$ cat src/rtl/jt10_snd_out.sv
// jt10_snd_out: YM2610 stereo output stage. Frame capture, bit-serial Q1.7
// master volume with 16-bit saturation, and a small valid/ready FIFO.
`default_nettype none

module jt10_snd_out #(
  parameter int DEPTH = 4,
  parameter int AW    = 2
) (
  input  logic        clk,
  input  logic        rst,
  input  logic        clk_en,
  input  logic        zero,
  input  logic [15:0] left,
  input  logic [15:0] right,
  input  logic [7:0]  vol,
  output logic [15:0] out_l,
  output logic [15:0] out_r,
  output logic        out_valid,
  input  logic        out_ready,
  output logic [7:0]  drop_cnt,
  output logic        busy
);

  typedef enum logic [1:0] {IDLE = 2'd0, MUL_L = 2'd1, MUL_R = 2'd2, WR = 2'd3} state_t;

  state_t             state;
  logic               zero_d;
  logic [2:0]         bit_idx;
  logic signed [23:0] acc;
  logic [15:0]        lat_l, lat_r, res_l, res_r;
  logic [7:0]         lat_vol;

  logic [31:0]        mem [DEPTH];
  logic [AW-1:0]      wr_ptr, rd_ptr;
  logic [AW:0]        count;

  logic               capture, pop, push, full, drop_busy, drop_full;
  logic [15:0]        cur;
  logic signed [23:0] partial, acc_next, scaled;
  logic [15:0]        sat;
  logic [8:0]         drop_sum;

  always_comb begin
    capture   = clk_en & zero_d;
    cur       = (state == MUL_R) ? lat_r : lat_l;
    partial   = lat_vol[bit_idx] ? ($signed({{8{cur[15]}}, cur}) <<< bit_idx) : 24'sd0;
    acc_next  = acc + partial;
    scaled    = acc_next >>> 7;
    if (scaled > 24'sd32767)
      sat = 16'h7FFF;
    else if (scaled < -24'sd32768)
      sat = 16'h8000;
    else
      sat = scaled[15:0];
    full      = (count == (AW+1)'(DEPTH));
    out_valid = (count != '0);
    pop       = out_valid & out_ready;
    push      = (state == WR) & (~full | pop);
    drop_full = (state == WR) & full & ~pop;
    drop_busy = capture & (state != IDLE);
    drop_sum  = {1'b0, drop_cnt} + {8'd0, drop_busy} + {8'd0, drop_full};
    busy      = (state != IDLE);
    out_l     = mem[rd_ptr][31:16];
    out_r     = mem[rd_ptr][15:0];
  end

  always_ff @(posedge clk or posedge rst) begin
    if (rst)
      zero_d <= 1'b0;
    else if (clk_en)
      zero_d <= zero;
  end

  // One volume bit per clock, left channel first, then right.
  always_ff @(posedge clk or posedge rst) begin
    if (rst) begin
      state   <= IDLE;
      bit_idx <= '0;
      acc     <= '0;
      lat_l   <= '0;
      lat_r   <= '0;
      lat_vol <= '0;
      res_l   <= '0;
      res_r   <= '0;
    end else begin
      case (state)
        IDLE: begin
          if (capture) begin
            lat_l   <= left;
            lat_r   <= right;
            lat_vol <= vol;
            acc     <= '0;
            bit_idx <= '0;
            state   <= MUL_L;
          end
        end
        MUL_L: begin
          bit_idx <= bit_idx + 3'd1;
          if (bit_idx == 3'd7) begin
            res_l <= sat;
            acc   <= '0;
            state <= MUL_R;
          end else begin
            acc <= acc_next;
          end
        end
        MUL_R: begin
          bit_idx <= bit_idx + 3'd1;
          if (bit_idx == 3'd7) begin
            res_r <= sat;
            acc   <= '0;
            state <= WR;
          end else begin
            acc <= acc_next;
          end
        end
        default: state <= IDLE;
      endcase
    end
  end

  always_ff @(posedge clk or posedge rst) begin
    if (rst) begin
      wr_ptr   <= '0;
      rd_ptr   <= '0;
      count    <= '0;
      drop_cnt <= '0;
      for (int i = 0; i < DEPTH; i++) mem[i] <= '0;
    end else begin
      if (push) begin
        mem[wr_ptr] <= {res_l, res_r};
        wr_ptr      <= wr_ptr + 1'b1;
      end
      if (pop)
        rd_ptr <= rd_ptr + 1'b1;
      // Push and pop together leave occupancy unchanged.
      if (push && !pop)
        count <= count + 1'b1;
      else if (pop && !push)
        count <= count - 1'b1;
      drop_cnt <= drop_sum[8] ? 8'hFF : drop_sum[7:0];
    end
  end

endmodule

`default_nettype wire

$ cat config.mk
export PLATFORM = sky130hd
export DESIGN_NAME = jt10_snd_out
export DESIGN_NICKNAME = d
export VERILOG_FILES = /design/src/rtl/jt10_snd_out.sv
export SDC_FILE = /design/constraint.sdc
export NUM_CORES = 1
export LEC_CHECK = 0
export CAP_MARGIN = 10
export CORE_MARGIN = 2
export CORE_UTILIZATION = 40
export DETAILED_ROUTE_END_ITERATION = 7
export GPL_ROUTABILITY_DRIVEN = 1
export PLACE_DENSITY_LB_ADDON = 0.15
export SYNTH_ARGS = -nofsm -noshare
export SYNTH_HDL_FRONTEND = slang
export SYNTH_SLANG_ARGS = --single-unit
$ cat constraint.sdc
create_clock -name clk -period 14.3 [get_ports clk]
set_clock_uncertainty 0.05 [all_clocks]
set_input_delay 3.575 -clock clk [delete_from_list [all_inputs] [get_ports clk]]
set_output_delay 3.575 -clock clk [all_outputs]
set_load 0.03 [all_outputs]
# Yosys cells after proc, flatten, opt, wreduce, memory -nomap -nowiden
# Cells that the tools add are included.
[classes] n_reduce_logical=16 n_bitwise=11 n_shift=1 addsub=8 eq_ne=8 n_mux=24 n_lt_le_gt_ge=6
[op_table] cell="$bwmux 128" count=1
[op_table] cell="$mux 32" count=3
[op_table] cell="$mux 24" count=3
[op_table] cell="$bmux 32 s2" count=1
[op_table] cell="$demux 32 s2" count=1
[op_table] cell="$mux 16" count=3
[op_table] cell="$pmux 24 s2" count=1
[op_table] cell="$add 24x24->24" count=1
[op_table] cell="$sshl 16x3->24" count=1
[op_table] cell="$gt 17x16->1 const B" count=1
[op_table] cell="$lt 17x16->1 const B" count=1
[op_table] cell="$add 8x1->9" count=1
[op_table] cell="$add 9x1->9" count=1
[op_table] cell="$mux 3" count=3
[op_table] cell="$mux 8" count=1
[op_table] cell="$reduce_and 2->1" count=4
[op_table] cell="$add 3x1->3 const B" count=2
[op_table] cell="$and 1x1->1" count=6
[op_table] cell="$eq 3x3->1 const B" count=2
[op_table] cell="$ge 3x3->1 const B" count=2
[op_table] cell="$mux 2" count=3
[op_table] cell="$not 2->3" count=2
[op_table] cell="$pmux 2 s3" count=1
[op_table] cell="$pmux 3 s2" count=1
[op_table] cell="19 further kinds" count=28
[totals] inputBits=45 elab_cells=91 out_inout_bits=42 register_bits=245

# Logic depth before layout (Yosys ltp)
# Gate-level depths: netlist (run 1).
[logic_depth] depth_word=8 ltp_mapped=19 mapped_depth_nobuf=16

# Least setup slack after synthesis (run 1)
# No wires, ideal clock.
[synth_timing] kind="register to output" startpoint="register rd_ptr[0]" endpoint="output out_l[0]" arrival_ps=1847 n_path_buf=2 path_slack_ps=8828 path_stages_with_launch=4 required_ps=10675 cell_sequence="dfrtp_1 > clkbuf_1 > buf_1 > mux4_2"
[synth_via] elab_chain_cells=4
[synth_rtl] item="from (decl)" line="34" text="logic [AW-1:0] wr_ptr, rd_ptr;"
[synth_rtl] item="from (signal assigned)" line="135" text="rd_ptr <= rd_ptr + 1'b1;"
[synth_rtl] item="$not 2->3 (not written as such)" line="63" text="out_l = mem[rd_ptr][31:16];"
[synth_rtl] item="$bmux 32 s2" line="63"
[synth_rtl] item="$mux 32 (2 in a row)"
[synth_rtl] item="to (decl)" line="16" text="output logic [15:0] out_l,"
# No other way between the ends. The select of a mux whose other input is x is not followed.

# Final worst setup path (run 1)
[layout_timing] startpoint="register rd_ptr[0]" endpoint="output out_l[3]"
# The elaborated chain is that of the path after synthesis.

==> impl_metrics.py, run 1 <==
metrics = {
    "detailed_routing": {
        "drt_iter0_drc": 434,
        "via_count": 7618,
        "routedWlPerCell_um": 18.0,
        "viasPerCell": 5.35,
        "wirelength_mm": 25.6,
        "drc": 0,
        "dr.pass1.iters": 4,
        "ant_nets": 0,
    },
    "synthesis": {
        "synth-warning-count": 0,
        "synth.area.mux_share": 0.260,
        "synth.top_cell.area_share": 0.502,
        "synthArstFlopShare": 1.00,
        "synth_cell_types": 59,
        "synth.largest_area_cell": "dfrtp_1",
        "netlist_area_um2": 12200,
        "ys_ff_latch": 245,
        "synth_nets": 1024,
        "synth_xor_area_frac": 0.0243,
        "synth_area_leaders": "dfrtp_1 (50%), mux2_2 (16%), mux4_2 (8.1%)",
        "synthAdderAreaFrac": 0.0424,
        "synth_cells": 941,
        "synth_edf_count": 0,
        "synthFlopType": "dfrtp_1",
        "yosysSeqAreaShare": 0.502,
        "synth_top_family_by_area": "multiplexers",
        "synth_common_cells": "dfrtp_1 (245), mux2_2 (174), a21oi_1 (50), nand2_1 (47), nor2_1 (45)",
        "synth_compound_area_frac": 0.0930,
        "synth.most_common_cell": "dfrtp_1",
        "synthSimpleGateAreaFrac": 0.0567,
        "syn_area_per_cell_um2": 13.0,
    },
    "critical_path": {
        "worst_ep_arrival_time_ns": 2.85,
        "path_class": "reg -> out",
        "start_kind": "register",
        "worstPathRequired_ns": 10.68,
        "worst-path-max-fanout": 24,
        "reg2reg_slack_ns": 8.88,
        "cp-end-kind": "output port",
    },
    "place": {
        "io_buffers": 86,
        "place_ws_ns": 8.21,
        "place.gp.congestion": 0.796,
        "hpwl_mm": 17.4,
    },
    "sta": {
        "setup_viol": 0,
        "hold_ws_ns": 0.429,
        "worst_slack_ns": 7.82,
        "report.final.slew_viol_count": 0,
        "tightest_slew_ns": 1.01,
        "rsz0062_at_grt": "false",
        "period_share": 0.453,
        "fin_tns_setup_ns": 0,
        "hold_viol_final": 0,
        "fin_crit_ns": 6.48,
        "fmax_mhz": 154,
        "maxSlewHeadroom": 0.326,
    },
    "layout": {
        "diodes": 0,
        "postLayoutCoreUtil": 0.480,
        "final_nets": 1097,
        "areaGrowthSynthToFinish_pct": 17.6,
        "drive_above_1_share": 0.285,
    },
    "global_route": {
        "grt_pass1_wl_mm": 42.6,
        "grt_max_degree": 106,
        "antenna_found_initial": 0,
        "grt-ovfl-total": 0,
        "grt_pass1_vias": 7846,
        "track_usage": 0.167,
    },
    "floorplanning": {
        "dieArea_um2": 31900,
        "core_um2": 29900,
        "io_pins": 87,
        "std_cell_rows": 63,
        "fp.dieH_um": 179,
        "start_util": 0.409,
        "die_x_um": 179,
    },
    "status": {
        "status": "completed",
    },
    "clock_network": {
        "htree_levels": 1,
        "cts_buffers": 27,
        "clk_pin_slew_ns": 0.06,
        "cts_setup_buffers": 0,
        "cts.sink_count": 245,
        "cts_buffer_depth": 3,
        "clock-root-buffer": "clkbuf_16",
        "cts_tree": "built",
        "clock_latency_ns": 0.54,
        "cts.hold.buffers_added": 0,
        "ctsResizeCount": 0,
    },
    "power_and_ir_drop": {
        "p_leak_uw": 0.00650,
        "vdd_drop_max_mv": 0.113,
        "power_density_nw_per_um2": 272,
    },
    "min_path": {
        "hold_path_class": "reg -> reg",
    },
    "job": {
        "max_cap_viol_count": 0,
    },
}
==> report_power, final <==
part           switching (µW)  internal [µW]  leakage [µW]
combinational            1120            896       0.00285
sequential                210            977       0.00320
clock                     280            431      0.000452
==> metal layers <==
layer | part of all wire | GRT usage | up-vias | routed length, µm
met4 | 0.017 | 0.0349 | 0 | 440
met3 | 0.034 | 0.0254 | 33 | 877
met5 | 0 | 0 | - | 0
li1 | - | - | 3629 | -
met1 | 0.49 | 0.241 | 3842 | 12500
met2 | 0.46 | 0.268 | 114 | 11800
==> through the flow <==
step                area (µm²)  power, µW  cells
floorplan                12200       2660    941
global placement         13400       3210   1375
detailed placement       13400       3240   1375
CTS                      14400       3970   1423
global route             14400       4200   1423
finish                   14400       3910   1423
==> worst max-delay path, cell delays in order (launching register included) <==
cell	delay (ns)
dfrtp_2	0.59
buf_4	0.51
mux4_2	0.59
clkdlybuf4s50_1	0.61
==> layout make-up <==
type / instances / area [µm²]
well taps: 390 / 488
inverters: 12 / 52.6
clock buffers: 37 / 773
flip-flops and latches: 245 / 6130
clock inverters: 11 / 140
repair buffers: 97 / 943
multi-input cells: 631 / 5820
fillers: 2676 / 15500
==> placed cells by master (no fill, tap or decap), drive strengths merged, types with 4 or more instances in the layout <==
cell type / Yosys / final
mux4: 44 / 44
a21oi: 53 / 53
a21o: 6 / 6
nand3: 11 / 11
o21ai: 38 / 38
mux2i: 22 / 22
buf: 28 / 11
o21bai: 4 / 4
nor2b: 9 / 9
ha: 35 / 35
and2: 7 / 7
clkdlybuf4s50: 0 / 86
xor2: 15 / 15
and3: 9 / 9
nor2: 46 / 46
a211oi: 21 / 21
or3: 4 / 4
clkbuf: 25 / 37
inv: 12 / 14
clkinv: 0 / 5
nand2b: 4 / 4
xnor2: 18 / 18
mux2: 174 / 174
a31oi: 6 / 6
nand2: 47 / 47
dfrtp: 245 / 245
a22o: 19 / 19
==> registers in the layout, summed over array words and instances (netlist names), 2 cells and up <==
| name | count |
|---|---|
| lat_l | 16 |
| drop_cnt | 8 |
| acc | 24 |
| mem | 128 |
| lat_r | 16 |
| res_l | 16 |
| res_r | 16 |
| rd_ptr | 2 |
| count | 3 |
| lat_vol | 8 |
| state | 2 |
| wr_ptr | 2 |
| bit_idx | 3 |
==> worst paths after layout <==
path / from / cells after the start / to
worst min register to register: count[2] / 1 / count[2]
worst min-delay path: count[2] / 1 / count[2]
worst max register to register: state[0] / 17 / res_r[11]
max in group asynchronous: rst / 3 / mem[112]
worst max-delay path: rd_ptr[0] / 3 / out_l[3]
min in group asynchronous: rst / 2 / count[0]
==> cells by family (layout without fill, tap and decap cells) <==
logic type,after synthesis,in the layout
xor gates and xnor gates,33,33
DFF,245,245
muxes,240,240
buffers and inverters,65,157
AOI/OAI and AO/OA,170,170
and+or+nand+nor,148,148
adders and majority gates,40,40
(Power assumes the default switching activity.)
==> inputs of run 2 (changes only) <==
- clock period: 14.3 -> 5.3 ns (I/O delays scaled with it)
==> impl_metrics.py, run 2 (same netlist as run 1, synthesis figures left out) <==
metrics = {
    "clock_network": {
        "clock_latency_ns": 0.55,
        "clock-root-buffer": "clkbuf_16",
        "clk_pin_slew_ns": 0.06,
        "cts.sink_count": 245,
        "htree_levels": 1,
        "ctsResizeCount": 0,
        "cts_setup_buffers": 0,
        "cts.hold.buffers_added": 0,
        "cts_buffer_depth": 3,
        "cts_buffers": 27,
        "cts_tree": "built",
    },
    "layout": {
        "finalNonFillerCells": 1435,
        "final_nets": 1108,
        "layout_commonest_cell": "dfrtp_1",
        "areaGrowthSynthToFinish_pct": 18.8,
        "largest_reg_flops": 128,
        "drive_above_1_share": 0.291,
        "reg_top3": "mem: 128 flops, acc: 24 flops",
        "max_flop_register": "mem",
        "fill_cells": 2658,
        "diodes": 0,
        "layout_common_cells": "dfrtp_1 (244), mux2_2 (174), clkdlybuf4s50_1 (86)",
    },
    "power_and_ir_drop": {
        "power.internal_uw": 6340,
        "p_clk_frac": 0.187,
        "vdd_drop_max_mv": 0.311,
        "p_switching_uw": 4350,
        "seq_power_share": 0.305,
        "combinationalPowerShare": 0.507,
        "switching_share": 0.407,
        "p_leak_uw": 0.00658,
        "power_density_nw_per_um2": 736,
    },
    "sta": {
        "rsz0062_at_grt": "false",
        "setup_viol": 0,
        "hold_viol_final": 0,
        "period_share": 0.932,
        "fmax_mhz": 202,
        "fin_crit_ns": 4.94,
        "maxSlewHeadroom": 0.316,
        "tightest_slew_ns": 1.02,
        "fin_tns_setup_ns": 0,
        "report.final.slew_viol_count": 0,
    },
    "min_path": {
        "min_from": "count[2]",
        "hold_path_class": "reg -> reg",
        "whs_path_depth": 1,
        "whs_endpoint": "count[2]",
    },
    "detailed_routing": {
        "wirelength_mm": 26.5,
        "drt_iter0_drc": 442,
        "viasPerCell": 5.34,
        "drc": 0,
        "via_count": 7670,
        "routedWlPerCell_um": 18.4,
        "ant_nets": 0,
        "dr.pass1.iters": 4,
    },
    "place": {
        "io_buffers": 86,
        "placed_cells": 1386,
        "hpwl_mm": 18.1,
        "place.gp.congestion": 0.868,
    },
    "critical_path": {
        "timing.rr.end": "res_l[6]",
        "reg2reg_slack_ns": 0.36,
        "cp-end-kind": "register",
        "crit_chain": "buf_4 > mux4_2 > nor2b_1 > a211oi_1 > a211oi_1 > ha_1 > nand2_1 > o21ai_0 > a31oi_1 > o211ai_1 > a31oi_1 > xnor2_2 > o21ai_0 > o21ai_1",
        "rr_startpoint": "bit_idx[0]",
        "worstPathRequired_ns": 5.72,
        "path_buf_inv": 1,
        "slowest_delay_ns": 0.77,
        "start_kind": "register",
        "cpLargestDelayFamily": "compound AO/OA/AOI/OAI gates",
        "worst-path-max-fanout": 17,
        "path_class": "reg -> reg",
        "worst-r2r-cell-count": 14,
        "worst_ep_arrival_time_ns": 5.36,
        "slowest_stage": "xnor2_2",
    },
    "job": {
        "max_cap_viol_count": 0,
    },
    "floorplanning": {
        "die_x_um": 179,
        "io_pins": 87,
        "std_cell_rows": 63,
        "start_util": 0.409,
        "fp.dieH_um": 179,
        "core_um2": 29900,
        "dieArea_um2": 31900,
    },
    "global_route": {
        "grt_pass1_vias": 8094,
        "track_usage": 0.173,
        "grt_pass1_wl_mm": 44.0,
        "antenna_found_initial": 0,
        "grt_max_degree": 112,
        "grt-ovfl-total": 0,
    },
    "status": {
        "status": "completed",
    },
}
-- run 2: final cells by class --
class,instances,area (µm²),area share
Sequential cell,245,6130,0.423
Multi-Input combinational cell,631,5820,0.401
Timing Repair Buffer,108,1050,0.0725
Clock buffer,42,842,0.0580
Tap cell,390,488,0.0336
Clock inverter,7,125,0.00863
Inverter,12,48.8,0.00336
-- run 2: worst max-delay path by stage --
stage,startpoint,end,slack [ns],cells past startpoint
6_report,bit_idx[0],res_l[6],0.36,14
5_1_grt,bit_idx[0],res_l[1],0.08,14
4_1_cts,bit_idx[0],res_l[6],0.39,14
3_5_place_dp,bit_idx[0],res_l[6],0.43,14
3_3_place_gp,bit_idx[0],res_l[6],0.46,14
2_1_floorplan,bit_idx[0],res_l[1],0.60,17
-- run 2: power groups by stage --
| stage | sequential (µW) | combinational [µW] | clock, µW |
|---|---|---|---|
| final | 3260 | 5420 | 2000 |
| after detailed placement | 3310 | 5430 | 0 |
| after global routing | 3390 | 5930 | 2140 |
| after floorplan | 3030 | 4160 | 0 |
| after CTS | 3280 | 5460 | 2050 |
| after global placement | 3290 | 5400 | 0 |
-- run 2: metal layers --
layer,share of wire,GRT usage,up-vias
met5,0,0,-
met4,0.025,0.0444,0
met3,0.034,0.0242,39
met2,0.46,0.282,118
met1,0.48,0.244,3855
li1,-,-,3658
-- run 2: worst register-to-register path, stage by stage (launching register included) --
cell and delay, ns:
dfrtp_1 0.55, buf_4 0.26, mux4_2 0.52, nor2b_1 0.17
a211oi_1 0.31, a211oi_1 0.13, ha_1 0.41, nand2_1 0.06
o21ai_0 0.29, a31oi_1 0.19, o211ai_1 0.37, a31oi_1 0.28
xnor2_2 0.77, o21ai_0 0.33, o21ai_1 0.19
-- run 2: through the flow --
stage / util / setup WS, ns / total power (µW) / area (µm²) / hold WS [ns]
5_1_grt: 0.486 / 0.0838 / 11500 / 14500 / 0.449
3_5_place_dp: 0.453 / 0.433 / 8740 / 13500 / 0.418
4_1_cts: 0.486 / 0.395 / 10800 / 14500 / 0.428
6_report: 0.486 / 0.360 / 10700 / 14500 / 0.424
3_3_place_gp: 0.453 / 0.461 / 8690 / 13500 / 0.413
2_1_floorplan: - / 0.601 / 7190 / 12200 / 0.395
==> inputs of run 3 (changes only) <==
- CTS_CLUSTER_SIZE: not set -> 30
==> results of run 3 <==
No change in the layout: final DEF, timing and power equal those of run 2.
